<file path="config.mk">
export PLATFORM = sky130hd
export DESIGN_NAME = sdram_traffic_gen_flat
export DESIGN_NICKNAME = d
export VERILOG_FILES = /design/src/rtl/sdram_traffic_gen_if.sv /design/src/rtl/sdram_traffic_gen.sv /design/src/flat_wrapper.sv
export SDC_FILE = /design/constraint.sdc
export NUM_CORES = 1
export LEC_CHECK = 0
export ABC_AREA = 1
export CAP_MARGIN = 20
export CORE_MARGIN = 10
export CORE_UTILIZATION = 47
export CTS_CLUSTER_SIZE = 14
export DETAILED_ROUTE_END_ITERATION = 8
export PLACE_DENSITY = 0.79
export SLEW_MARGIN = 20
export SYNTH_ARGS = -nofsm -noshare
export SYNTH_HDL_FRONTEND = slang
export SYNTH_SLANG_ARGS = --single-unit
</file>
<file path="constraint.sdc">
create_clock -name i_sys_clk -period 1.8 [get_ports i_sys_clk]
set_input_delay 0.36 -clock i_sys_clk [delete_from_list [all_inputs] [get_ports i_sys_clk]]
set_output_delay 0.36 -clock i_sys_clk [all_outputs]
set_load 0.005 [all_outputs]
</file>
<file path="src/rtl/sdram_traffic_gen_if.sv">
// User-side request bus between sdram_traffic_gen (master) and the SDRAM controller (slave).
interface sdram_traffic_gen_if #(
  parameter int unsigned AddrWidth   = 22,
  parameter int unsigned DataWidth   = 16,
  parameter int unsigned BurstLength = 1
);
  logic                                  o_wr_req;
  logic [AddrWidth-1:0]                  o_wr_addr;
  logic [BurstLength-1:0][DataWidth-1:0] o_wr_data;
  logic                                  o_rd_req;
  logic [AddrWidth-1:0]                  o_rd_addr;
  logic [BurstLength-1:0][DataWidth-1:0] i_rd_data;
  logic                                  i_rd_rdy;

  modport master (
    output o_wr_req, o_wr_addr, o_wr_data, o_rd_req, o_rd_addr,
    input  i_rd_data, i_rd_rdy
  );

  modport slave (
    input  o_wr_req, o_wr_addr, o_wr_data, o_rd_req, o_rd_addr,
    output i_rd_data, i_rd_rdy
  );
endinterface

</file>
<file path="src/rtl/sdram_traffic_gen.sv">
// Self-checking SDRAM traffic generator: writes an address-derived pattern, reads it back, compares.
// Define TRAFFIC_GEN_LFSR_ADDR_EN for Galois-LFSR addressing instead of sequential addressing.
module sdram_traffic_gen #(
  parameter int unsigned AddrWidth   = 22,
  parameter int unsigned DataWidth   = 16,
  parameter int unsigned BurstLength = 1,
  parameter int unsigned NumOps      = 256,
  parameter int unsigned AddrStride  = 1,
  parameter int unsigned ReqGap      = 16,
  parameter int unsigned RdTimeout   = 1024,
  parameter logic [15:0] Seed        = 16'hA5C3
) (
  input  logic                 i_sys_clk,
  input  logic                 i_rst_n,
  input  logic                 i_start,
  input  logic [AddrWidth-1:0] i_base_addr,
  sdram_traffic_gen_if.master  bus,
  output logic                 o_busy,
  output logic                 o_done,
  output logic                 o_pass,
  output logic                 o_timeout,
  output logic [15:0]          o_err_count,
  output logic [AddrWidth-1:0] o_fail_addr
);

  localparam int unsigned OpW  = (NumOps > 1) ? $clog2(NumOps) : 1;
  localparam int unsigned GapW = (ReqGap > 1) ? $clog2(ReqGap) : 1;
  localparam int unsigned TmoW = (RdTimeout > 1) ? $clog2(RdTimeout) : 1;
  localparam logic [OpW-1:0]  OpLast  = OpW'(NumOps - 1);
  localparam logic [GapW-1:0] GapLast = GapW'(ReqGap - 1);
  localparam logic [TmoW-1:0] TmoLast = TmoW'(RdTimeout - 1);

  typedef enum logic [2:0] {
    IDLE, WR_REQ, WR_GAP, RD_REQ, RD_WAIT, RD_GAP, DONE
  } state_e;

  state_e               state_q, state_d;
  logic [OpW-1:0]       op_q, op_d;
  logic [GapW-1:0]      gap_q, gap_d;
  logic [TmoW-1:0]      tmo_q, tmo_d;
  logic [AddrWidth-1:0] addr_q, addr_d;
  logic [AddrWidth-1:0] base_q, base_d;
  logic [15:0]          err_q, err_d;
  logic [AddrWidth-1:0] fail_q, fail_d;
  logic                 timeout_q, timeout_d;
  logic                 busy_q, busy_d;
  logic                 done_q, done_d;

  logic [AddrWidth-1:0] seed_addr, step_addr;
  logic [16:0]          mism, err_sum;
  logic                 wr_req, rd_req;

  function automatic logic [DataWidth-1:0] pattern(input logic [AddrWidth-1:0] a,
                                                   input int unsigned k);
    return (DataWidth'(a) ^ DataWidth'(Seed)) + DataWidth'(k);
  endfunction

`ifdef TRAFFIC_GEN_LFSR_ADDR_EN
  // Galois right-shift form; mask bit t-1 set for each tap t of a primitive polynomial.
  function automatic logic [31:0] lfsr_taps(input int unsigned w);
    case (w)
      3:       return 32'h0000_0006;
      4:       return 32'h0000_000C;
      5:       return 32'h0000_0014;
      6:       return 32'h0000_0030;
      7:       return 32'h0000_0060;
      8:       return 32'h0000_00B8;
      9:       return 32'h0000_0110;
      10:      return 32'h0000_0240;
      11:      return 32'h0000_0500;
      12:      return 32'h0000_0829;
      13:      return 32'h0000_100D;
      14:      return 32'h0000_2015;
      15:      return 32'h0000_6000;
      16:      return 32'h0000_D008;
      17:      return 32'h0001_2000;
      18:      return 32'h0002_0400;
      19:      return 32'h0004_0023;
      20:      return 32'h0009_0000;
      21:      return 32'h0014_0000;
      22:      return 32'h0030_0000;
      23:      return 32'h0042_0000;
      24:      return 32'h00E1_0000;
      25:      return 32'h0120_0000;
      26:      return 32'h0200_0023;
      27:      return 32'h0400_0013;
      28:      return 32'h0900_0000;
      29:      return 32'h1400_0000;
      30:      return 32'h2000_0029;
      31:      return 32'h4800_0000;
      32:      return 32'h8020_0003;
      default: return 32'h0000_0003;
    endcase
  endfunction

  localparam logic [31:0]          TapsAll  = lfsr_taps(AddrWidth);
  localparam logic [AddrWidth-1:0] TapMask  = TapsAll[AddrWidth-1:0];
  localparam logic [AddrWidth-1:0] SeedAddr = AddrWidth'(Seed);

  assign seed_addr = (i_base_addr == '0) ? SeedAddr : i_base_addr;
  assign step_addr = (addr_q >> 1) ^ (addr_q[0] ? TapMask : '0);
`else
  assign seed_addr = i_base_addr;
  assign step_addr = addr_q + AddrWidth'(AddrStride);
`endif

  assign wr_req = (state_q == WR_REQ);
  assign rd_req = (state_q == RD_REQ);

  // Address/data are gated by their strobe so the bus reads all-zero outside a request.
  assign bus.o_wr_req  = wr_req;
  assign bus.o_rd_req  = rd_req;
  assign bus.o_wr_addr = wr_req ? addr_q : '0;
  assign bus.o_rd_addr = rd_req ? addr_q : '0;

  always_comb begin
    bus.o_wr_data = '0;
    if (wr_req) begin
      for (int unsigned k = 0; k < BurstLength; k++) begin
        bus.o_wr_data[k] = pattern(addr_q, k);
      end
    end
  end

  always_comb begin
    mism = '0;
    for (int unsigned k = 0; k < BurstLength; k++) begin
      if (bus.i_rd_data[k] != pattern(addr_q, k)) begin
        mism = mism + 17'd1;
      end
    end
  end

  assign err_sum = {1'b0, err_q} + mism;

  always_comb begin
    state_d   = state_q;
    op_d      = op_q;
    gap_d     = gap_q;
    tmo_d     = tmo_q;
    addr_d    = addr_q;
    base_d    = base_q;
    err_d     = err_q;
    fail_d    = fail_q;
    timeout_d = timeout_q;
    busy_d    = busy_q;
    done_d    = done_q;

    case (state_q)
      IDLE, DONE: begin
        if (i_start) begin
          base_d    = seed_addr;
          addr_d    = seed_addr;
          op_d      = '0;
          err_d     = '0;
          fail_d    = '0;
          timeout_d = 1'b0;
          done_d    = 1'b0;
          busy_d    = 1'b1;
          state_d   = WR_REQ;
        end
      end
      WR_REQ: begin
        gap_d   = '0;
        state_d = WR_GAP;
      end
      WR_GAP: begin
        if (gap_q == GapLast) begin
          if (op_q == OpLast) begin
            // Read phase replays the write order from the latched start address.
            op_d    = '0;
            addr_d  = base_q;
            state_d = RD_REQ;
          end else begin
            op_d    = op_q + OpW'(1);
            addr_d  = step_addr;
            state_d = WR_REQ;
          end
        end else begin
          gap_d = gap_q + GapW'(1);
        end
      end
      RD_REQ: begin
        tmo_d   = TmoW'(1);
        state_d = RD_WAIT;
      end
      RD_WAIT: begin
        if (bus.i_rd_rdy) begin
          err_d = err_sum[16] ? 16'hFFFF : err_sum[15:0];
          if (mism != '0 && err_q == '0) begin
            fail_d = addr_q;
          end
          gap_d   = '0;
          state_d = RD_GAP;
        end else if (tmo_q >= TmoLast) begin
          timeout_d = 1'b1;
          busy_d    = 1'b0;
          done_d    = 1'b1;
          state_d   = DONE;
        end else begin
          tmo_d = tmo_q + TmoW'(1);
        end
      end
      RD_GAP: begin
        if (gap_q == GapLast) begin
          if (op_q == OpLast) begin
            busy_d  = 1'b0;
            done_d  = 1'b1;
            state_d = DONE;
          end else begin
            op_d    = op_q + OpW'(1);
            addr_d  = step_addr;
            state_d = RD_REQ;
          end
        end else begin
          gap_d = gap_q + GapW'(1);
        end
      end
      default: state_d = IDLE;
    endcase
  end

  always_ff @(posedge i_sys_clk or negedge i_rst_n) begin
    if (!i_rst_n) begin
      state_q   <= IDLE;
      op_q      <= '0;
      gap_q     <= '0;
      tmo_q     <= '0;
      addr_q    <= '0;
      base_q    <= '0;
      err_q     <= '0;
      fail_q    <= '0;
      timeout_q <= 1'b0;
      busy_q    <= 1'b0;
      done_q    <= 1'b0;
    end else begin
      state_q   <= state_d;
      op_q      <= op_d;
      gap_q     <= gap_d;
      tmo_q     <= tmo_d;
      addr_q    <= addr_d;
      base_q    <= base_d;
      err_q     <= err_d;
      fail_q    <= fail_d;
      timeout_q <= timeout_d;
      busy_q    <= busy_d;
      done_q    <= done_d;
    end
  end

  assign o_busy      = busy_q;
  assign o_done      = done_q;
  assign o_pass      = done_q && (err_q == '0) && !timeout_q;
  assign o_timeout   = timeout_q;
  assign o_err_count = err_q;
  assign o_fail_addr = fail_q;

endmodule

</file>
<file path="src/flat_wrapper.sv">
// flat-port wrapper written by rule: the top's interface ports become plain ports
module sdram_traffic_gen_flat 
#(
  parameter int unsigned AddrWidth   = 22,
  parameter int unsigned DataWidth   = 16,
  parameter int unsigned BurstLength = 1,
  parameter int unsigned NumOps      = 256,
  parameter int unsigned AddrStride  = 1,
  parameter int unsigned ReqGap      = 16,
  parameter int unsigned RdTimeout   = 1024,
  parameter logic [15:0] Seed        = 16'hA5C3
)
  (i_sys_clk, i_rst_n, i_start, i_base_addr, o_busy, o_done, o_pass, o_timeout, o_err_count, o_fail_addr, bus_o_wr_req, bus_o_wr_addr, bus_o_wr_data, bus_o_rd_req, bus_o_rd_addr, bus_i_rd_data, bus_i_rd_rdy);
  sdram_traffic_gen_if #(.AddrWidth(AddrWidth), .DataWidth(DataWidth), .BurstLength(BurstLength)) bus_i ();
  input  logic i_sys_clk;
  input  logic i_rst_n;
  input  logic i_start;
  input  logic [AddrWidth-1:0] i_base_addr;
  output logic o_busy;
  output logic o_done;
  output logic o_pass;
  output logic o_timeout;
  output logic [15:0] o_err_count;
  output logic [AddrWidth-1:0] o_fail_addr;
  output wire logic [$bits(bus_i.o_wr_req)-1:0] bus_o_wr_req;
  output wire logic [$bits(bus_i.o_wr_addr)-1:0] bus_o_wr_addr;
  output wire logic [$bits(bus_i.o_wr_data)-1:0] bus_o_wr_data;
  output wire logic [$bits(bus_i.o_rd_req)-1:0] bus_o_rd_req;
  output wire logic [$bits(bus_i.o_rd_addr)-1:0] bus_o_rd_addr;
  input wire logic [$bits(bus_i.i_rd_data)-1:0] bus_i_rd_data;
  input wire logic [$bits(bus_i.i_rd_rdy)-1:0] bus_i_rd_rdy;
  assign bus_o_wr_req = bus_i.o_wr_req;
  assign bus_o_wr_addr = bus_i.o_wr_addr;
  assign bus_o_wr_data = bus_i.o_wr_data;
  assign bus_o_rd_req = bus_i.o_rd_req;
  assign bus_o_rd_addr = bus_i.o_rd_addr;
  assign bus_i.i_rd_data = bus_i_rd_data;
  assign bus_i.i_rd_rdy = bus_i_rd_rdy;
  sdram_traffic_gen #(.AddrWidth(AddrWidth), .DataWidth(DataWidth), .BurstLength(BurstLength), .NumOps(NumOps), .AddrStride(AddrStride), .ReqGap(ReqGap), .RdTimeout(RdTimeout), .Seed(Seed)) u_core (.i_sys_clk(i_sys_clk), .i_rst_n(i_rst_n), .i_start(i_start), .i_base_addr(i_base_addr), .bus(bus_i), .o_busy(o_busy), .o_done(o_done), .o_pass(o_pass), .o_timeout(o_timeout), .o_err_count(o_err_count), .o_fail_addr(o_fail_addr));
endmodule
</file>
# After elaboration in Yosys (flattened, before gate mapping)
# Index checks and enable logic that the tools add are counted.
# classes
addsub	5
multipliers	0
div	0
magnitude_cmp	1
eq_ne	21
shift	0
mux	51
n_bitwise	1
reduce_logical	23
# op_table
operator	n
22-bit two-way mux	10
22-bit case mux with 3 select lines	1
16-bit two-way mux	4
22-bit case mux with 2 select lines	1
8-bit two-way mux	5
16-bit case mux with 2 select lines	1
8-bit case mux with 3 select lines	1
22-bit by 1-bit adder with 22-bit output (second input constant)	1
10-bit two-way mux	2
10-bit case mux with 2 select lines	1
3-bit two-way mux	6
3-bit case mux with 6 select lines	1
16-bit by 1-bit adder with 17-bit output	1
17-bit nonzero test	1
16-bit zero test	1
16-bit != test	1
2-bit != test (second input constant)	6
4-bit case mux with 3 select lines	1
4-bit AND reduction	3
1-bit two-way mux	11
10-bit by 1-bit adder with 10-bit output (second input constant)	1
10-bit >= comparator (second input constant)	1
2-bit by 1-bit != test with 1-bit output (second input constant)	5
3-bit equality test (second input constant)	3
other kinds (22)	33
# word_totals
reg_bits	110
latch_bits	0
mem_bits_rw	0
mem_bits_ro	0
word_cells	113
n_memories	0

# Depth between registers and ports, before layout
# depth
depth_word	8
ltp_mapped	18
depth_no_buf	17

# Worst setup path before layout
# No wires, ideal clock.
# synth_timing
path_type	reg-to-reg
startpoint	register u_core.addr_q[5]
endpoint	register u_core.err_q[2] (netlist: u_core.o_err_count[2])
arrival_ns	1.946
t_required_ns	1.718
setup_slack_ns	-0.228
stages_incl_launch_ff	17
n_path_buf	2
period_less_slack_ns	2.028
path_cell_list	dfrtp_1 > buf_2 > inv_1 > nand2_1 > nand2_1 > nor2_1 > nand2_1 > nor2_1 > nand2_1 > ha_1 > nand3_1 > nor2_1 > nand2_1 > nor3_2 > buf_2 > a21oi_1 > o22ai_1
# synth_via
elab_chain_cells	6
# synth_rtl
item	line_no	source
start: declaration	sdram_traffic_gen.sv:41	logic [AddrWidth-1:0] addr_q, addr_d;
start signal: assignment	sdram_traffic_gen.sv:241	addr_q <= addr_d;
16-bit != test	sdram_traffic_gen.sv:128	if (bus.i_rd_data[k] != pattern(addr_q, k)) begin
1-bit two-way mux	sdram_traffic_gen.sv:128	
16-bit by 1-bit adder with 17-bit output	sdram_traffic_gen.sv:134	assign err_sum = {1'b0, err_q} + mism;
16-bit two-way mux	sdram_traffic_gen.sv:189	err_d = err_sum[16] ? 16'hFFFF : err_sum[15:0];
16-bit two-way mux	sdram_traffic_gen.sv:188	if (bus.i_rd_rdy) begin
16-bit case mux with 2 select lines	sdram_traffic_gen.sv:149	case (state_q)
end signal: assignment	sdram_traffic_gen.sv:243	err_q <= err_d;
end: declaration	sdram_traffic_gen.sv:43	logic [15:0] err_q, err_d;
# Every way passes these cells. The select of a mux whose other input is x is not followed.
# A chain may end at the register's enable or synchronous reset.

# Final worst setup path
# layout_timing
startpoint	register u_core.addr_q[13]
endpoint	register u_core.err_q[15] (netlist: u_core.o_err_count[15])
# layout_via
elab_chain_cells	7
# layout_rtl
item	line_no
8-bit NOT (no source line)	-
16-bit != test	sdram_traffic_gen.sv:128
1-bit two-way mux	sdram_traffic_gen.sv:128
16-bit by 1-bit adder with 17-bit output	sdram_traffic_gen.sv:134
16-bit two-way mux	sdram_traffic_gen.sv:189
16-bit two-way mux	sdram_traffic_gen.sv:188
16-bit case mux with 2 select lines	sdram_traffic_gen.sv:149
# Every way passes these cells. The select of a mux whose other input is x is not followed.

==> summary.txt <==
status -> finished with violations
failing checks -> negative setup slack
initial antenna violation count -> 1
fmax -> 0.4635 GHz
detailed-route via count -> 9065
cell chain of the critical path -> inv_2 > nand2_1 > nand2_1 > nor2_2 > nand2_1 > nor2_2 > nand2_4 > ha_4 > nand3_4 > buf_6 > nor3_4 > nand3_2 > nor2_1 > nand2_1 > nand3_1 > nand2_1 > nand2_1
post-route fraction of the period consumed by the critical path -> 119.9%
Max Slew Vio Count -> 0
Hold Worst Slack -> 49.67 ps
vias in the first global route -> 7791
Rel. slew slack -> 56.60%
CP Max Fanout -> 3
ANT nets after route -> 0
share of layout cells above drive strength 1 -> 39.81%
Rows -> 44
syn_nets -> 1086
Layout fillers -> 819
Cell Area, Synth -> 6940 um2
largest net degree at the start of global routing -> 111
synth top area cells -> dfrtp_1 40%, nand2_1 17%, nor2_1 7.9%
Clock Pin Slew Worst Setup and Hold Paths -> 80 ps
H-tree levels -> 3
#FFs+latches synth -> 110
post-synth cell types -> 37
# setup viols final -> 168
max incr delay on CP -> 450 ps
Mean Syn Cell Area -> 6.693 um2
net count reported at finish -> 1405
number of remaining DRC errors -> 0
gr ovfl total -> 0
power per cell area -> 411.0 nW/um2
detailed placer's ending HPWL -> 17.26 mm
VDD IR-drop max -> 0.0006285 V
Core ar. -> 14480 um2
Setup crit end kind -> register
critical path data arrival time -> 2450 ps
CP Buf/Inv Count -> 2
Chip Height -> 141.5 um
sum of routed wire length over all layers -> 32.43 mm
CTS root buffer -> clkbuf_16
Min Clock Period, post-route -> 2157 ps
Synth top area share -> 39.66%
Worst Hold Class -> primary input to asynchronous set/reset pin
CP max stage cell -> dfrtp_1
RePlAce Congestion -> 0.9231
Max Cap Viol -> 0
CP Launch Type -> register
io pins -> 146
drt first-iter violations -> 1075
clk buf depth -> 2
RSZ-0062 raised after global routing -> true
starting density of the core -> 47.93%
Die X -> 141.5 um
Setup WS post-layout -> -357.4 ps
area leader, netlist -> dfrtp_1
Ys Warns -> 0
overall global routing resource usage -> 24.69%
Pre-antenna DRT Iters -> 6
clock sinks -> 110
Die ar. -> 20030 um2
crit-path most repeated cell -> nand2_1
WL per Instance -> 21.01 um
Largest delay share family, worst path -> simple AND/OR/NAND/NOR gates
standby leakage power -> 0.005985 uW
clock skew -> 16.28 ps
Layout area overhead -> 69.80%
Hold Vio Cnt, Final -> 0
sequential area share after synthesis -> 39.66%
global-route wire length before repair -> 40.26 mm
post-synthesis instance total -> 1037
Worst-Skew Late Latency -> 370 ps
I/O Buffers -> 145
critical path required time -> 2100 ps
Crit Path Class -> register to register
worst slew pin tran -> 651.0 ps
Total Power -> 4843 uW
cts bufs inserted -> 9
TritonCTS clock tree -> done
drt via density -> 5.871
-- area by class of cell --
| cell class | count | area, um2 | share of cell area, % |
|---|---|---|---|
| Clock inverter | 4 | 50.05 | 0.4247 |
| Tap cell | 184 | 230.2 | 1.953 |
| Clock buffer | 10 | 229.0 | 1.943 |
| Antenna cell | 1 | 2.502 | 0.02123 |
| Sequential cell | 110 | 2756 | 23.39 |
| Multi-Input combinational cell | 751 | 4518 | 38.34 |
| Inverter | 132 | 535.5 | 4.544 |
| Timing Repair Buffer | 352 | 3463 | 29.39 |
-- registers in the layout (all words and copies together), names as in the netlist, 3 cells and up --
name,count
u_core.tmo_q,10
u_core.state_q,3
u_core.op_q,8
u_core.o_err_count,16
u_core.gap_q,4
u_core.o_fail_addr,22
u_core.addr_q,22
u_core.base_q,22
-- metrics by stage --
step | area, um2 | cells | setup slack [ps] | utilization (%) | setup TNS (ps)
global placement | 9545 | 1454 | -983.0 | 65.93 | -27430
finish | 11790 | 1544 | -357.4 | 81.39 | -32260
CTS | 10310 | 1502 | -300.0 | 71.24 | -13450
global route | 11790 | 1544 | -471.6 | 81.39 | -42690
detailed placement | 9545 | 1454 | -1058 | 65.93 | -30720
floorplan | 7003 | 1037 | -130.1 | - | -1374
-- what timing repair did --
item / in CTS / in global routing
gates resized for setup: 386 / 313
pin swaps: 31 / 65
setup endpoints to repair: 109 / 171
hold buffers: 0 / 0
gates cloned: 4 / 14
setup buffers: 33 / 31
-- layer usage --
layer	track usage (%)	vias to the layer above	part of all wire [%]
met5	0	-	0
met4	9.091	0	7.0
met3	4.806	214	8.6
met2	42.09	701	49
met1	30.17	4249	35
li1	-	3901	-
-- cell usage in the layout, fill, tap and decap left out, types with 20 or more instances in the layout --
cell / n
a21oi_2: 20
buf_2: 48
buf_4: 131
buf_6: 54
clkdlybuf4s50_1: 67
dfrtp_1: 107
inv_1: 86
inv_2: 35
nand2_1: 270
nand2_2: 32
nand3_1: 65
nor2_1: 67
nor2_2: 23
nor2_4: 67
o21ai_0: 29
o21ai_1: 35
o21ai_2: 20
-- cells by family (layout without fill, tap and decap cells) --
kind of cell	after synthesis	in the layout	share of synthesized area, %
other	0	1	0
buffers and inverters	176	498	10.78
XOR/XNOR	20	20	2.524
AND/OR/NAND/NOR	595	595	35.50
adder cells (fa/ha/maj)	7	7	1.262
flip-flops	110	110	39.66
AO/OA/AOI/OAI	129	129	10.28
-- power breakdown --
part	internal [uW]	switching (uW)
sequential	2510	23.2
clock	1070	963
combinational	128	158
total	3700	1140
-- worst paths after layout --
kind / end / cells after the start / from / slack, ps
hold / removal: u_core.tmo_q[5] / 2 / i_rst_n / 50
max in group asynchronous: u_core.addr_q[4] / 2 / i_rst_n / 1190
setup reg to reg: u_core.o_err_count[15] / 17 / u_core.addr_q[13] / -360
hold reg to reg: u_core.o_fail_addr[5] / 2 / u_core.o_fail_addr[5] / 470
setup / recovery: u_core.o_err_count[15] / 17 / u_core.addr_q[13] / -360
min in group i_sys_clk: u_core.o_fail_addr[5] / 2 / u_core.o_fail_addr[5] / 470
-- synth_stat cells (all sizes together) --
library cell,number
nand2,319
nor2,157
inv,131
dfrtp,110
o21ai,84
nand3,79
buf,30
a21oi,27
nor3,18
xor2,18
clkbuf,14
nand4,14
ha,7
o22ai,7
o211ai,6
and2,2
nand3b,2
o21a,2
or2,2
xnor2,2
a22oi,1
and3,1
clkinv,1
nor3b,1
o21bai,1
o31ai,1
Note: power is estimated with default switching activity, not from simulation.
